File: src/rtl/cnn_axis_pkg.sv
// Shared constants and types for the AXI-Stream ifmap unpacker.
// Default geometry below; the top recomputes lane counts from its own parameters.
package cnn_axis_pkg;

    localparam int C_S_AXIS_TDATA_WIDTH_DEF = 32;
    localparam int ELEM_WIDTH_DEF           = 8;
    localparam int LANES                    = C_S_AXIS_TDATA_WIDTH_DEF / ELEM_WIDTH_DEF;

    // A single-lane word still needs a 1-bit index so ports never collapse to zero width.
    function automatic int lane_idx_width(input int lanes);
        return (lanes > 1) ? $clog2(lanes) : 1;
    endfunction

    localparam int LANE_IDX_W = lane_idx_width(LANES);

    typedef enum logic {
        EMPTY = 1'b0,
        HOLD  = 1'b1
    } state_e;

endpackage

File: src/rtl/axis_ifmap_unpacker_lane_pick.sv
// Combinational lane priority encoder: next enabled lane above idx (or the lowest
// enabled lane when searching from the start), a found flag, and the highest enabled lane.
module lane_pick
    import cnn_axis_pkg::*;
#(
    parameter int N_LANES = LANES,
    parameter int IDX_W   = LANE_IDX_W
) (
    input  logic [N_LANES-1:0] mask_i,
    input  logic [IDX_W-1:0]   idx_i,
    input  logic               from_start_i,
    output logic [IDX_W-1:0]   next_o,
    output logic               found_o,
    output logic [IDX_W-1:0]   hi_o
);

    always_comb begin
        next_o  = '0;
        found_o = 1'b0;
        hi_o    = '0;
        for (int i = 0; i < N_LANES; i++) begin
            if (mask_i[i]) begin
                hi_o = IDX_W'(i);
            end
        end
        // Descending scan so the lowest qualifying lane is the one left standing.
        for (int i = N_LANES - 1; i >= 0; i--) begin
            if (mask_i[i] && (from_start_i || (i > int'(idx_i)))) begin
                next_o  = IDX_W'(i);
                found_o = 1'b1;
            end
        end
    end

endmodule

File: src/rtl/axis_ifmap_unpacker.sv
// Serialises S_AXIS words into one element per cycle with last-marking and counting.
// Define UNPACK_STRB_EN to honour TSTRB (sparse lanes skipped, strb_err active).
module axis_ifmap_unpacker
    import cnn_axis_pkg::*;
#(
    parameter int C_S_AXIS_TDATA_WIDTH = C_S_AXIS_TDATA_WIDTH_DEF,
    parameter int ELEM_WIDTH           = ELEM_WIDTH_DEF,
    parameter int COUNT_WIDTH          = 16
) (
    input  logic                              clk,
    input  logic                              rst,
    input  logic                              axis_en,
    input  logic                              axis_clear,
    output logic                              S_AXIS_TREADY,
    input  logic [C_S_AXIS_TDATA_WIDTH-1:0]   S_AXIS_TDATA,
    input  logic [C_S_AXIS_TDATA_WIDTH/8-1:0] S_AXIS_TSTRB,
    input  logic                              S_AXIS_TLAST,
    input  logic                              S_AXIS_TVALID,
    output logic [ELEM_WIDTH-1:0]             elem_data,
    output logic                              elem_valid,
    output logic                              elem_last,
    input  logic                              elem_ready,
    output logic [COUNT_WIDTH-1:0]            elem_count,
    output logic                              strb_err
);

    localparam int N_LANES    = C_S_AXIS_TDATA_WIDTH / ELEM_WIDTH;
    localparam int IDX_W      = lane_idx_width(N_LANES);
    localparam int LANE_BYTES = ELEM_WIDTH / 8;

    state_e                          state_q, state_d;
    logic [IDX_W-1:0]                idx_q, idx_d;
    logic [C_S_AXIS_TDATA_WIDTH-1:0] data_q, data_d;
    logic [N_LANES-1:0]              mask_q, mask_d;
    logic                            last_q, last_d;
    logic [ELEM_WIDTH-1:0]           elem_data_q, elem_data_d;
    logic                            elem_last_q, elem_last_d;
    logic [COUNT_WIDTH-1:0]          count_q, count_d;
    logic                            strb_err_q, strb_err_d;

    logic [N_LANES-1:0] in_mask;
    logic [IDX_W-1:0]   held_next, held_hi, in_first, in_hi;
    logic               held_found, in_found;
    logic               tready, accept, hs;

`ifdef UNPACK_STRB_EN
    // A lane is enabled only when every byte strobe covering it is set.
    always_comb begin
        in_mask = '0;
        for (int i = 0; i < N_LANES; i++) begin
            in_mask[i] = &S_AXIS_TSTRB[i*LANE_BYTES +: LANE_BYTES];
        end
    end
`else
    logic unused_strb;
    assign unused_strb = ^S_AXIS_TSTRB;
    assign in_mask     = '1;
`endif

    lane_pick #(.N_LANES(N_LANES), .IDX_W(IDX_W)) u_pick_held (
        .mask_i       (mask_q),
        .idx_i        (idx_q),
        .from_start_i (1'b0),
        .next_o       (held_next),
        .found_o      (held_found),
        .hi_o         (held_hi)
    );

    lane_pick #(.N_LANES(N_LANES), .IDX_W(IDX_W)) u_pick_in (
        .mask_i       (in_mask),
        .idx_i        ('0),
        .from_start_i (1'b1),
        .next_o       (in_first),
        .found_o      (in_found),
        .hi_o         (in_hi)
    );

    function automatic logic [ELEM_WIDTH-1:0] lane_of(input logic [C_S_AXIS_TDATA_WIDTH-1:0] w,
                                                      input logic [IDX_W-1:0] i);
        return w[int'(i)*ELEM_WIDTH +: ELEM_WIDTH];
    endfunction

    always_comb begin
        state_d     = state_q;
        idx_d       = idx_q;
        data_d      = data_q;
        mask_d      = mask_q;
        last_d      = last_q;
        elem_data_d = elem_data_q;
        elem_last_d = elem_last_q;
        count_d     = count_q;
        strb_err_d  = 1'b0;
        tready      = 1'b0;
        accept      = 1'b0;
        hs          = (state_q == HOLD) && elem_ready;

        if (axis_clear) begin
            state_d     = EMPTY;
            idx_d       = '0;
            count_d     = '0;
            elem_last_d = 1'b0;
        end else begin
            // A new word may only enter when nothing is held or the last lane is leaving now.
            if (state_q == EMPTY) begin
                tready = axis_en && !rst;
            end else begin
                tready = axis_en && elem_ready && !held_found;
            end
            accept = tready && S_AXIS_TVALID;

            if (hs) begin
                count_d = elem_last_q ? '0 : count_q + COUNT_WIDTH'(1);
            end

            if (hs && held_found) begin
                idx_d       = held_next;
                elem_data_d = lane_of(data_q, held_next);
                elem_last_d = last_q && (held_next == held_hi);
            end else if ((state_q == EMPTY) || hs) begin
                if (accept && in_found) begin
                    state_d     = HOLD;
                    data_d      = S_AXIS_TDATA;
                    mask_d      = in_mask;
                    last_d      = S_AXIS_TLAST;
                    idx_d       = in_first;
                    elem_data_d = lane_of(S_AXIS_TDATA, in_first);
                    elem_last_d = S_AXIS_TLAST && (in_first == in_hi);
                end else begin
                    state_d     = EMPTY;
                    elem_last_d = 1'b0;
                    if (accept && S_AXIS_TLAST) begin
                        count_d = '0;
`ifdef UNPACK_STRB_EN
                        strb_err_d = 1'b1;
`endif
                    end
                end
            end
        end
    end

    always_ff @(posedge clk or posedge rst) begin
        if (rst) begin
            state_q     <= EMPTY;
            idx_q       <= '0;
            data_q      <= '0;
            mask_q      <= '0;
            last_q      <= 1'b0;
            elem_data_q <= '0;
            elem_last_q <= 1'b0;
            count_q     <= '0;
            strb_err_q  <= 1'b0;
        end else begin
            state_q     <= state_d;
            idx_q       <= idx_d;
            data_q      <= data_d;
            mask_q      <= mask_d;
            last_q      <= last_d;
            elem_data_q <= elem_data_d;
            elem_last_q <= elem_last_d;
            count_q     <= count_d;
            strb_err_q  <= strb_err_d;
        end
    end

    assign S_AXIS_TREADY = tready;
    assign elem_valid    = (state_q == HOLD);
    assign elem_data     = elem_data_q;
    assign elem_last     = elem_last_q;
    assign elem_count    = count_q;
    assign strb_err      = strb_err_q;

endmodule

File: config.mk
export PLATFORM = sky130hd
export DESIGN_NAME = axis_ifmap_unpacker
export DESIGN_NICKNAME = d
export VERILOG_FILES = /design/src/rtl/cnn_axis_pkg.sv /design/src/rtl/axis_ifmap_unpacker_lane_pick.sv /design/src/rtl/axis_ifmap_unpacker.sv
export SDC_FILE = /design/constraint.sdc
export NUM_CORES = 1
export LEC_CHECK = 0
export ABC_AREA = 1
export ABC_CLOCK_PERIOD_IN_PS = 2600
export BUFFER_PORTS_ARGS = -buffer_cell sky130_fd_sc_hd__buf_2
export CORE_MARGIN = 2
export CORE_UTILIZATION = 35
export CTS_BUF_LIST = sky130_fd_sc_hd__clkbuf_8
export CTS_CLUSTER_SIZE = 8
export DETAILED_ROUTE_END_ITERATION = 7
export SYNTH_ARGS = -nofsm -noshare
export SYNTH_HDL_FRONTEND = slang
export SYNTH_HIERARCHICAL = 1
export SYNTH_SLANG_ARGS = --single-unit
export TNS_END_PERCENT = 10
File: constraint.sdc
create_clock -name clk -period 2.6 [get_ports clk]
set_input_delay 0.39 -clock clk [delete_from_list [all_inputs] [get_ports clk]]
set_output_delay 0.39 -clock clk [all_outputs]
set_load 0.05 [all_outputs]
==> reports/results.txt <==
Hold buffers post-CTS = 0
Place WS = 0.452 ns
Most Used Layer, Global Route = met2
Minimum clock period = 2.34 ns
Vias/cell = 4.61
Synth top area cells = dfrtp_1 41%, nand2_1 22%, nand3_1 8.6%
Crit path DAT = 1.95 ns
Synth Instances = 562
Routed wire length = 9600 um
Ports = 71
Final net count = 682
Drt drc = 0
Largest stage delay, worst path = 0.49 ns
Initial Util = 36.3%
Largest net degree at the start of global routing = 64
Buf/Inv on CP = 3
Port Buffers = 65
Remaining antenna violation count after routing = 0
Final core utilization = 43.1%
Clock buffer depth = 2
Max Cap Violations = 0
Clk Latency, worst-skew pair = 0.35 ns
Synth Warn # = 6
Commonest non-fill, non-tap cell in the layout = nand2_1
Worst path depth = 10
P_leak = 2.52 nW
Post-Place Cell Area = 0.00427 sq mm
Crit-path cells = nand2_2 > nand2_1 > inv_2 > nand3_1 > inv_1 > nand2_1 > nand2_1 > nand2_1 > nor2_1 > buf_2
First-pass GRT wire length = 16400 um
Starting DRT DRC Count = 255
Period utilization = 90.0%
Vias in the first global route = 3458
Clk root buf = clkbuf_8
Worst Setup Slack, final = 0.260 ns
Post-CTS setup buffer count = 0
CP startpoint kind = register
Crit path top cell by count = nand2_1
Most frequent cells in the layout = 220 x nand2_1, 73 x inv_1, 65 x nand3_1, 65 x buf_2, 62 x dfrtp_1
CP Class = reg2out
# resized after CTS = 0
Global routing usage on met3 = 3.81%
Gr usage total = 18.0%
Met2 Use GR = 31.5%
Pwr Total = 3.02 mW
Setup-failing EPs final = 0
Die H = 108 um
Delay-heaviest family, CP = simple AND/OR/NAND/NOR gates
Highest Clock Rate = 427 MHz
Worst rel slew slack = 57.2%
Via count = 3590
Gpl congestion = 0.839
Wire per inst = 12.3 um
Die ar. = 0.0116 sq mm
Share of cells above drive strength 1 = 17.0%
Synth area leader = dfrtp_1
# diodes = 0
Run status = complete, no violations
Clk sinks = 62
CTS tree = done
Final hold violations = 0
Critical Path End Type = output port
Area share of the largest cell type after synthesis = 41.2%
First-pass iteration count of the detailed router = 4
Initial antenna violation count = 0
Worst R2R Path Depth = 11
VDD IR max = 0.000251 V
Flops & latches, synth = 62
Unrepaired setup endpoints after global routing = no
Final design area excluding fillers = 0.00447 sq mm
Worst-path clk slew = 0.07 ns
CP max-delay cell = dfrtp_1
Syn_area_per_cell = 6.70 sq um
Synthesis-to-layout area growth = 18.9%
Number of CTS-inserted buffers = 9
Grt ovf = 0
Max Clock Skew = 0.0112 ns
Worst EP required = 2.21 ns
Die W = 108 um
Mapped Area = 0.00376 sq mm
CTS H-tree depth = 3
Cell variety after synth = 33
Pwr Density = 674 mW/mm^2
Tightest Pin Transition = 0.639 ns
Sequential fraction of the synthesis area = 41.2%
Hold crit path type = in2async
Worst-path fanout max = 11
Worst hold slack = 0.0263 ns
Non-filler cells, final = 778
Final Max Slew Viols = 0
M1 GR Usage = 22.2%
Core footprint = 0.0104 sq mm
Detailed placer's ending HPWL = 6830 um
Num rows = 37
Post-placement cell count = 763
Setup TNS = 0 ns
[cells by family (layout without fill, tap and decap cells)]
group	count (synthesis)	count (layout)	synth area share, %
simple gates	345	345	39.2
buf+inv	103	166	11.1
flops	62	62	41.2
compound gates	45	45	6.98
xor+xnor	4	4	0.931
other cells	2	19	0.200
fa+ha+maj	1	1	0.332
[cell usage after synthesis]
cell      instances
nand3b_1          1
a21oi_2           2
dfrtp_1          62
xnor2_1           2
nand2_1         220
a21oi_1           4
o21ai_0          26
nand2_2           4
o21ai_1           4
o22ai_1           4
a41oi_1           1
nand4_4           1
nor2_4            2
nand3_2           2
buf_4             5
nor2_2            2
a21boi_4          1
clkbuf_1          5
o21bai_1          3
buf_2            11
nand4_1           3
inv_2             6
nor3b_1           2
clkinv_1          2
nand3_1          65
or2_2             3
nor2_1           35
ha_1              1
inv_1            74
nor3_1            4
nand2_4           1
conb_1            2
xor2_1            2
[layout make-up]
class                   count  area (sq um)
multi-input cells         414          1860
clock buffers              12           165
flip-flops and latches     62          1550
well taps                 136           170
repair buffers             69           380
clock inverters             3          42.5
fillers                  1144          5900
inverters                  82           308
[where the power goes]
part / switching (mW) / internal [mW] / total [mW]
Sequential: 0.0763 / 1.15 / 1.23
Combinational: 0.614 / 0.265 / 0.878
Clock: 0.391 / 0.515 / 0.906
[worst paths after layout]
path | startpoint | endpoint | slack (ns)
min reg2reg | data_q[7]$_DFFE_PP0P_ | data_q[7]$_DFFE_PP0P_ | 0.48
min in group clk | S_AXIS_TDATA[31] | data_q[31]$_DFFE_PP0P_ | 0.26
max | mask_q[0]$_DFFE_PP0P_ | S_AXIS_TREADY | 0.26
min | rst | elem_count[13]$_DFF_PP0_ | 0.03
max in group asynchronous | rst | elem_data[6]$_DFFE_PP0P_ | 2.00
max reg2reg | mask_q[0]$_DFFE_PP0P_ | elem_data[6]$_DFFE_PP0P_ | 0.43
[state kept, by name, summed over array words and instances (netlist names)]
signal      count
elem_last       1
mask_q          1
last_q          1
elem_data       8
data_q         32
elem_count     16
idx_q           2
elem_valid      1
[layer usage]
metal,vias to the layer above,wire [um]
li1,1862,-
met1,1631,4180
met5,-,0
met4,0,92
met3,9,446
met2,88,4880
No activity file was read; power rests on OpenSTA's default activity.
